==> config.mk <==
export PLATFORM = sky130hd
export DESIGN_NAME = uart_rx_frontend_flat
export DESIGN_NICKNAME = d
export VERILOG_FILES = /design/src/rtl/uart_rx_if.sv /design/src/rtl/uart_rx_frontend.sv /design/src/flat_wrapper.sv
export SDC_FILE = /design/constraint.sdc
export NUM_CORES = 1
export LEC_CHECK = 0
export ABC_CLOCK_PERIOD_IN_PS = 2600
export CAP_MARGIN = 20
export CORE_ASPECT_RATIO = 0.5
export CORE_MARGIN = 2
export CORE_UTILIZATION = 45
export CTS_BUF_LIST = sky130_fd_sc_hd__clkbuf_4
export DETAILED_ROUTE_END_ITERATION = 12
export SYNTH_ARGS = -nofsm -noshare
export SYNTH_HDL_FRONTEND = slang
export SYNTH_SLANG_ARGS = --single-unit
export TNS_END_PERCENT = 50
==> constraint.sdc <==
create_clock -name clk -period 2.6 [get_ports clk]
set_input_delay 0.52 -clock clk [delete_from_list [all_inputs] [get_ports clk]]
set_output_delay 0.52 -clock clk [all_outputs]
set_load 0.1 [all_outputs]
==> src/rtl/uart_rx_if.sv <==
// uart_rx_if: control, serial input and holding-register signals between the UART register block and the receive front-end
interface uart_rx_if;
  logic       rx_en;
  logic [1:0] baud_sel;
  logic       rx;
  logic       rx_ack;
  logic [7:0] rx_data;
  logic       rx_full;
  logic       rx_done;
  logic       frame_err;
  logic       overrun;
  modport master (output rx_en, baud_sel, rx, rx_ack, input rx_data, rx_full, rx_done, frame_err, overrun);
  modport slave (input rx_en, baud_sel, rx, rx_ack, output rx_data, rx_full, rx_done, frame_err, overrun);
endinterface

==> src/rtl/uart_rx_frontend.sv <==
// uart_rx_frontend: 16x-oversampled UART receiver with majority-voted bits and a one-byte holding register
module uart_rx_frontend #(
  parameter int DIV_01 = 52,
  parameter int DIV_10 = 35,
  parameter int DIV_11 = 17
) (
  input logic      clk,
  input logic      rst,
  uart_rx_if.slave bus
);
  typedef enum logic [2:0] {IDLE, START, DATA, STOP, BREAK} state_t;
  state_t     state, state_d;
  logic       r1, rxs, rxs_d;
  logic [5:0] div_q, cnt;
  logic [3:0] s;
  logic [2:0] b, v;
  logic [7:0] sh;
  logic       ok, fall, tick, maj, maj9, good, ferr;
  assign ok   = bus.rx_en && bus.baud_sel != 2'b00;
  assign fall = rxs_d && !rxs;
  assign tick = state != IDLE && cnt == div_q - 6'd1;
  assign maj  = (v[0] & v[1]) | (v[0] & v[2]) | (v[1] & v[2]);
  assign maj9 = (v[0] & v[1]) | (v[0] & rxs) | (v[1] & rxs);
  assign good = ok && state == STOP && tick && s == 4'd9 && maj9;
  assign ferr = ok && state == STOP && tick && s == 4'd9 && !maj9;
  // two-flop pin synchroniser plus one flop of history for start-edge detection
  always_ff @(posedge clk)
    {r1, rxs, rxs_d} <= rst ? 3'b111 : {bus.rx, r1, rxs};
  // state register
  always_ff @(posedge clk)
    state <= rst ? IDLE : state_d;
  // next-state: stop is judged at mid-bit so the next start edge is never missed
  always_comb begin
    state_d = state;
    case (state)
      IDLE:    state_d = fall ? START : IDLE;
      START:   if (tick && s == 4'd15) state_d = maj ? IDLE : DATA;
      DATA:    if (tick && s == 4'd15 && b == 3'd7) state_d = STOP;
      STOP:    if (tick && s == 4'd9) state_d = maj9 ? IDLE : BREAK;
      BREAK:   if (rxs) state_d = IDLE;
      default: state_d = IDLE;
    endcase
    if (!ok) state_d = IDLE;
  end
  // tick/sample counters, 3-sample vote capture and LSB-first shift register; divisor frozen outside IDLE
  always_ff @(posedge clk) begin
    if (rst) begin
      div_q <= 6'd0;
      cnt   <= 6'd0;
      s     <= 4'd0;
      b     <= 3'd0;
      v     <= 3'd0;
      sh    <= 8'd0;
    end else begin
      if (state == IDLE)
        div_q <= bus.baud_sel == 2'b01 ? 6'(DIV_01) : bus.baud_sel == 2'b10 ? 6'(DIV_10) : 6'(DIV_11);
      cnt <= (state == IDLE || state_d == IDLE || tick) ? 6'd0 : cnt + 6'd1;
      s   <= state == IDLE ? 4'd0 : tick ? s + 4'd1 : s;
      if (tick)
        v <= s == 4'd7 ? {v[2:1], rxs} : s == 4'd8 ? {v[2], rxs, v[0]} : s == 4'd9 ? {rxs, v[1:0]} : v;
      if (tick && s == 4'd15 && state == START)
        b <= 3'd0;
      if (tick && s == 4'd15 && state == DATA) begin
        sh <= {maj, sh[7:1]};
        b  <= b + 3'd1;
      end
    end
  end
  // holding register and sticky flags; an ack in the same cycle as a load suppresses overrun
  always_ff @(posedge clk) begin
    if (rst) begin
      bus.rx_data   <= 8'h00;
      bus.rx_full   <= 1'b0;
      bus.rx_done   <= 1'b0;
      bus.frame_err <= 1'b0;
      bus.overrun   <= 1'b0;
    end else begin
      bus.rx_data   <= good ? sh : bus.rx_data;
      bus.rx_full   <= good | (bus.rx_full & ~bus.rx_ack);
      bus.rx_done   <= good;
      bus.frame_err <= ferr | (bus.frame_err & ~bus.rx_ack);
      bus.overrun   <= (good & bus.rx_full & ~bus.rx_ack) | (bus.overrun & ~bus.rx_ack);
    end
  end
endmodule
==> src/flat_wrapper.sv <==
// flat-port wrapper written by rule: the top's interface ports become plain ports
module uart_rx_frontend_flat 
#(
  parameter int DIV_01 = 52,
  parameter int DIV_10 = 35,
  parameter int DIV_11 = 17
)
  (clk, rst, bus_rx_en, bus_baud_sel, bus_rx, bus_rx_ack, bus_rx_data, bus_rx_full, bus_rx_done, bus_frame_err, bus_overrun);
  uart_rx_if bus_i ();
  input logic clk;
  input logic rst;
  input wire logic [$bits(bus_i.rx_en)-1:0] bus_rx_en;
  input wire logic [$bits(bus_i.baud_sel)-1:0] bus_baud_sel;
  input wire logic [$bits(bus_i.rx)-1:0] bus_rx;
  input wire logic [$bits(bus_i.rx_ack)-1:0] bus_rx_ack;
  output wire logic [$bits(bus_i.rx_data)-1:0] bus_rx_data;
  output wire logic [$bits(bus_i.rx_full)-1:0] bus_rx_full;
  output wire logic [$bits(bus_i.rx_done)-1:0] bus_rx_done;
  output wire logic [$bits(bus_i.frame_err)-1:0] bus_frame_err;
  output wire logic [$bits(bus_i.overrun)-1:0] bus_overrun;
  assign bus_i.rx_en = bus_rx_en;
  assign bus_i.baud_sel = bus_baud_sel;
  assign bus_i.rx = bus_rx;
  assign bus_i.rx_ack = bus_rx_ack;
  assign bus_rx_data = bus_i.rx_data;
  assign bus_rx_full = bus_i.rx_full;
  assign bus_rx_done = bus_i.rx_done;
  assign bus_frame_err = bus_i.frame_err;
  assign bus_overrun = bus_i.overrun;
  uart_rx_frontend #(.DIV_01(DIV_01), .DIV_10(DIV_10), .DIV_11(DIV_11)) u_core (.clk(clk), .rst(rst), .bus(bus_i));
endmodule
# Word-level counts from Yosys, hierarchy flattened
# Index checks and enable logic that the tools add are counted.
[classes]
n_addsub = 4
eq_ne = 12
n_mux = 15
bitwise = 20
reduce_logical = 27
[op_table]
columns = ["cell", "n"]
rows = [
  ["$mux W3", 8],
  ["$pmux W3 S5", 1],
  ["$logic_and A1 B1 Y1", 13],
  ["$eq A4 B4 Y1 const B", 3],
  ["$mux W6", 2],
  ["$and A1 B1 Y1", 10],
  ["$or A1 B1 Y1", 7],
  ["$add A6 B1 Y6 const B", 1],
  ["$eq A3 B2 Y1 const B", 2],
  ["$eq A3 B3 Y1 const B", 2],
  ["$eq A6 B6 Y1", 1],
  ["$logic_not A3 Y1", 2],
  ["$sub A6 B1 Y6 const B", 1],
  ["$add A4 B1 Y4 const B", 1],
  ["$eq A4 B3 Y1 const B", 1],
  ["$mux W2", 2],
  ["$reduce_and A4 Y1", 1],
  ["$reduce_bool A2 Y1", 2],
  ["$reduce_or A2 Y1", 2],
  ["$add A3 B1 Y3 const B", 1],
  ["$eq A3 B1 Y1 const B", 1],
  ["$not A1 Y1", 3],
  ["$reduce_and A3 Y1", 1],
  ["$reduce_bool A3 Y1", 1],
  ["other kinds (6)", 9],
]
[word_totals]
ff_bits = 48
in_bits = 7
out_inout_bits = 12
word_cells = 95

# Longest topological paths before layout
[logic_depth]
depth_word = 12
mapped_depth = 11
ltp_nobuf = 9

# Worst setup path before layout
# No wires, ideal clock.
[synth_path]
path_type = "flip-flop to flip-flop"
startpoint = "reg u_core.div_q[0]"
endpoint = "reg u_core.bus.rx_data[5]"
setup_ns = 0.129
t_arrival_ns = 2.105
required_time_ns = 2.471
setup_slack_ns = 0.366
path_stages_with_launch = 12
n_path_buf = 2
period_less_slack_ns = 2.234
path_cell_list = "dfxtp_1 > inv_1 > ha_1 > ha_1 > xnor2_1 > nor4_4 > and4_2 > buf_2 > nand4b_1 > buf_4 > mux2i_1 > nor2_1"
[synth_between]
elab_chain_cells = 6
[synth_lines]
columns = ["item", "line_no", "rtl"]
rows = [
  ["start: declaration", "uart_rx_frontend.sv:14", "logic [5:0] div_q, cnt;"],
  ["start signal: assignment", "uart_rx_frontend.sv:56", "div_q <= bus.baud_sel == 2'b01 ? 6'(DIV_01) : bus.baud_sel == 2'b10 ? 6'(DIV_10) : 6'(DIV_11);"],
  ["$sub A6 B1 Y6", "uart_rx_frontend.sv:21", "assign tick = state != IDLE && cnt == div_q - 6'd1;"],
  ["$eq A6 B6 Y1", "uart_rx_frontend.sv:21", ""],
  ["$logic_and A1 B1 Y1", "uart_rx_frontend.sv:21", ""],
  ["$logic_and A1 B1 Y1 (3 in series)", "uart_rx_frontend.sv:24", "assign good = ok && state == STOP && tick && s == 4'd9 && maj9;"],
  ["end signal: assignment", "uart_rx_frontend.sv:78", "bus.rx_data <= good ? sh : bus.rx_data;"],
  ["end: declaration", "uart_rx_if.sv:13", "modport slave (input rx_en, baud_sel, rx, rx_ack, output rx_data, rx_full, rx_done, frame_err, overrun);"],
]
# No other way between the ends.
# A chain may end at the register's enable or synchronous reset.

# Final worst setup path
[layout_path]
startpoint = "reg u_core.div_q[0]"
endpoint = "reg u_core.cnt[4]"
[layout_between]
elab_chain_cells = 12
elab_cells_between_ends = 15
classes_between = "1 x add/sub; 1 x eq/ne; 5 x mux; 8 x reduce/logical"
[layout_lines]
columns = ["item", "line_no", "rtl"]
rows = [
  ["$sub A6 B1 Y6 *", "uart_rx_frontend.sv:21", ""],
  ["$eq A6 B6 Y1 *", "uart_rx_frontend.sv:21", ""],
  ["$logic_and A1 B1 Y1 *", "uart_rx_frontend.sv:21", ""],
  ["$logic_and A1 B1 Y1", "uart_rx_frontend.sv:37, uart_rx_frontend.sv:38", ""],
  ["$logic_and A1 B1 Y1", "uart_rx_frontend.sv:38", "DATA: if (tick && s == 4'd15 && b == 3'd7) state_d = STOP;"],
  ["$mux W3", "uart_rx_frontend.sv:38", ""],
  ["$pmux W3 S5", "uart_rx_frontend.sv:35", "case (state)"],
  ["$mux W3", "uart_rx_frontend.sv:43", "if (!ok) state_d = IDLE;"],
  ["$logic_not A3 Y1", "uart_rx_frontend.sv:57", "cnt <= (state == IDLE || state_d == IDLE || tick) ? 6'd0 : cnt + 6'd1;"],
  ["$logic_or A1 B1 Y1", "uart_rx_frontend.sv:57", ""],
  ["$logic_or A1 B1 Y1 *", "uart_rx_frontend.sv:57", ""],
  ["$reduce_or A2 Y1 (no source line) *", "-", ""],
  ["end signal: assignment", "uart_rx_frontend.sv:57", ""],
  ["end: declaration", "uart_rx_frontend.sv:14", ""],
]
# Every way passes the cells marked *; elsewhere a longest branch is shown, timed or not.

==> flow_metrics.tcl <==
set metrics [dict create \
    fillers 416 \
    post_synth_inst_count 241 \
    ys_seq_elements 47 \
    cts_num_sinks 47 \
    static-leakage-power_nw 1.016 \
    setup-violations-final 0 \
    synth_top_area_cell "dfxtp_1" \
    antenna_found_initial 0 \
    synth.net_count 260 \
    synth_edf_count 0 \
    worst-endpoint-arrival_ps 2670 \
    startpoint_type "flip-flop" \
    drtIter0Drc 117 \
    final_hpwl_dp_um 2997 \
    antenna_cells_inserted 0 \
    floorplan.core_area_mm2 0.004573 \
    sequential_cell_area_um2 942.2 \
    timing.fmax_ghz 0.4134 \
    antenna_violating_nets_post_route 0 \
    design.final.nets 278 \
    synth_flop_cell "dfxtp_1" \
    power-per-cell-area_mw_per_mm2 467.0 \
    dr_drc_count 0 \
    finalHoldViolCount 0 \
    layout_min_cycle_time_ps 2419 \
    ys_warn_count 0 \
    biggest_area_contributors_in_the_synthesized_netlist "dfxtp_1 42%, mux2i_1 9.5%, ha_1 6.8%, nor2_1 6.8%, a21oi_1 3.6%" \
    rsz0062_at_grt "false" \
    worstHoldPathType "reg2reg" \
    die_area_mm2 0.005536 \
    post-route-period-util 0.9304 \
    clock-root-buffer "clkbuf_4" \
    post_cts_hold_buffer_count 0 \
    synth.avg_cell_area_um2 9.195 \
    post-route-cell-area_mm2 0.002499 \
    dieWidth_um 103.2 \
    layout-area-overhead-vs-synth_pct 12.76 \
    status "finished clean" \
    critical_path_peak_fanout 8 \
    crit_required_ps 2850 \
    clkLatencyLatePin_ps 370 \
    clock_buffers_created_by_tritoncts 5 \
    post_cts_resize_count 0 \
    final_max_slew_viol_count 0 \
    multi_input_area_mm2 0.001170 \
    critical_setup_path_kind "reg2reg" \
    io_pins 19 \
    setup_total_negative_slack_ps 0 \
    global_route_wire_length_before_repair_um 7231 \
    place.port_buffers 18 \
    final_util 0.5464 \
    die_h_um 53.62 \
    final_layout_size_suffix_gt1_frac 0.1423 \
    asyncSetResetFlopFracSynth 0 \
    htree_num_levels 2 \
    route.vias.total 1680 \
    grt_pass1_vias 1626 \
    synth_sequential_area_ratio 0.4246 \
    path_clk_slew_ps 140 \
    dpl_cell_area_mm2 0.002437 \
    post_drt_via_cell_ratio 5.153 \
    critical_path.endpoint_type "flip-flop" \
    synth.cell_area_mm2 0.002216 \
    top_cell_type_s_share_of_synthesized_area 0.4246 \
    avgRoutedWirePerCell_um 12.84 \
    power.ir.vdd_worst_mv 0.3072 \
    timing.max_slew.rel_slack 0.6946 \
    max_slew.worst_pin.slew_ps 456.1 \
    drt_pre_antenna_iters 4 \
    grt_overflow 0 \
    tritoncts_clock_tree "done" \
    ctsLongestPathBuffers 2 \
    gr-usage-all-layers 0.1727 \
    initial_utilization 0.4845 \
    post-cts-setup-buffers 0 \
    pin_count_of_the_biggest_net_entering_global_routing 38 \
    drv_cap 0 \
    ff2ff_setup_slack_ps 180 \
    synth.distinct_cells 42 \
    finalWirelength_um 4187 \
    place.gp.congestion 0.8414 \
    rows 17 \
    clock-skew-final_ps 12.76 \
]
## power breakdown
part	total (W)	internal (W)	switching [W]
combinational	0.0000743	0.0000345	0.0000398
sequential	0.000737	0.000729	0.00000754
clock	0.000356	0.000111	0.000245
total	0.00117	0.000875	0.000292
## final cells by class
cell class / count / area share
multi-input combinational: 169 / 0.4682
sequential: 47 / 0.3771
clock buffer: 5 / 0.01502
tap: 66 / 0.03305
timing repair buffer: 25 / 0.08112
clock inverter: 3 / 0.009014
inverter: 11 / 0.01652
## placed cells by master, fill, tap and decap left out, drive strengths merged, types with 8 or more instances in the layout
cell   instances
dfxtp         47
mux2i         21
ha            12
nand2          8
nor2          40
buf           19
xnor2          9
a21oi         17
inv           13
## registers in the layout, summed over array words and instances (netlist names), 3 cells and up
register and flops:
u_core.bus.rx_data 8, u_core.sh 8, u_core.cnt 6, u_core.div_q 5
u_core.s 4, u_core.b 3, u_core.state 3, u_core.v 3
## metal layers
layer	track usage	vias up	wire length [um]
met2	0.2781	34	1820
met4	0.05921	0	53
met3	0.04675	7	181
met5	0	-	0
li1	-	855	-
met1	0.2279	784	2131
## per-stage QoR
step | setup slack [ps] | total power (W) | hold slack (ps) | cells
global route | 25.23 | 0.001218 | 465.4 | 326
global placement | 80.35 | 0.0008243 | 393.9 | 318
detailed placement | 4.066 | 0.0008268 | 400.9 | 318
finish | 180.9 | 0.001167 | 437.4 | 326
floorplan | 366.4 | 0.0008011 | 389.5 | 241
CTS | 116.3 | 0.001192 | 440.9 | 326
## cells by family (layout without fill, tap and decap cells)
| logic type | after synthesis | after routing | synth area share |
|---|---|---|---|
| AOI/OAI and AO/OA | 34 | 34 | 0.09317 |
| xor gates and xnor gates | 15 | 15 | 0.05929 |
| adders and majority gates | 13 | 13 | 0.07227 |
| buffers and inverters | 25 | 44 | 0.05026 |
| DFF | 47 | 47 | 0.4246 |
| muxes | 21 | 21 | 0.09486 |
| and+or+nand+nor | 86 | 86 | 0.2055 |
## worst max-delay path: stages, from the launching register on
cell	delay (ps)
dfxtp_2	400
inv_1	60
ha_1	190
ha_1	290
xnor2_1	160
nor4_4	180
and4_2	380
a21boi_0	150
o21ai_1	360
a21oi_1	130
## synthesized netlist by cell type (2+ instances only)
cell type and count:
dfxtp_1 47, nor2_1 40, mux2i_1 21, a21oi_1 16, ha_1 12, inv_1 11, xnor2_1 9, clkbuf_1 8
nand2_1 8, xor2_1 6, nor3_1 5, buf_4 4, nand4b_1 4, or2_2 4, a211oi_1 3, a21o_1 3
nand3_1 3, nand3b_1 3, nand4_1 3, nor4_1 3, o21ai_0 3, and2_1 2, buf_2 2, nand2b_1 2
or4_1 2
## final timing paths
| path | startpoint | to | depth (start not counted) |
|---|---|---|---|
| min reg2reg | u_core.r1 | u_core.rxs | 1 |
| max reg2reg | u_core.div_q[0] | u_core.cnt[4] | 9 |
| min | u_core.r1 | u_core.rxs | 1 |
| max | u_core.div_q[0] | u_core.cnt[4] | 9 |
Note: power is estimated with default switching activity, not from simulation.
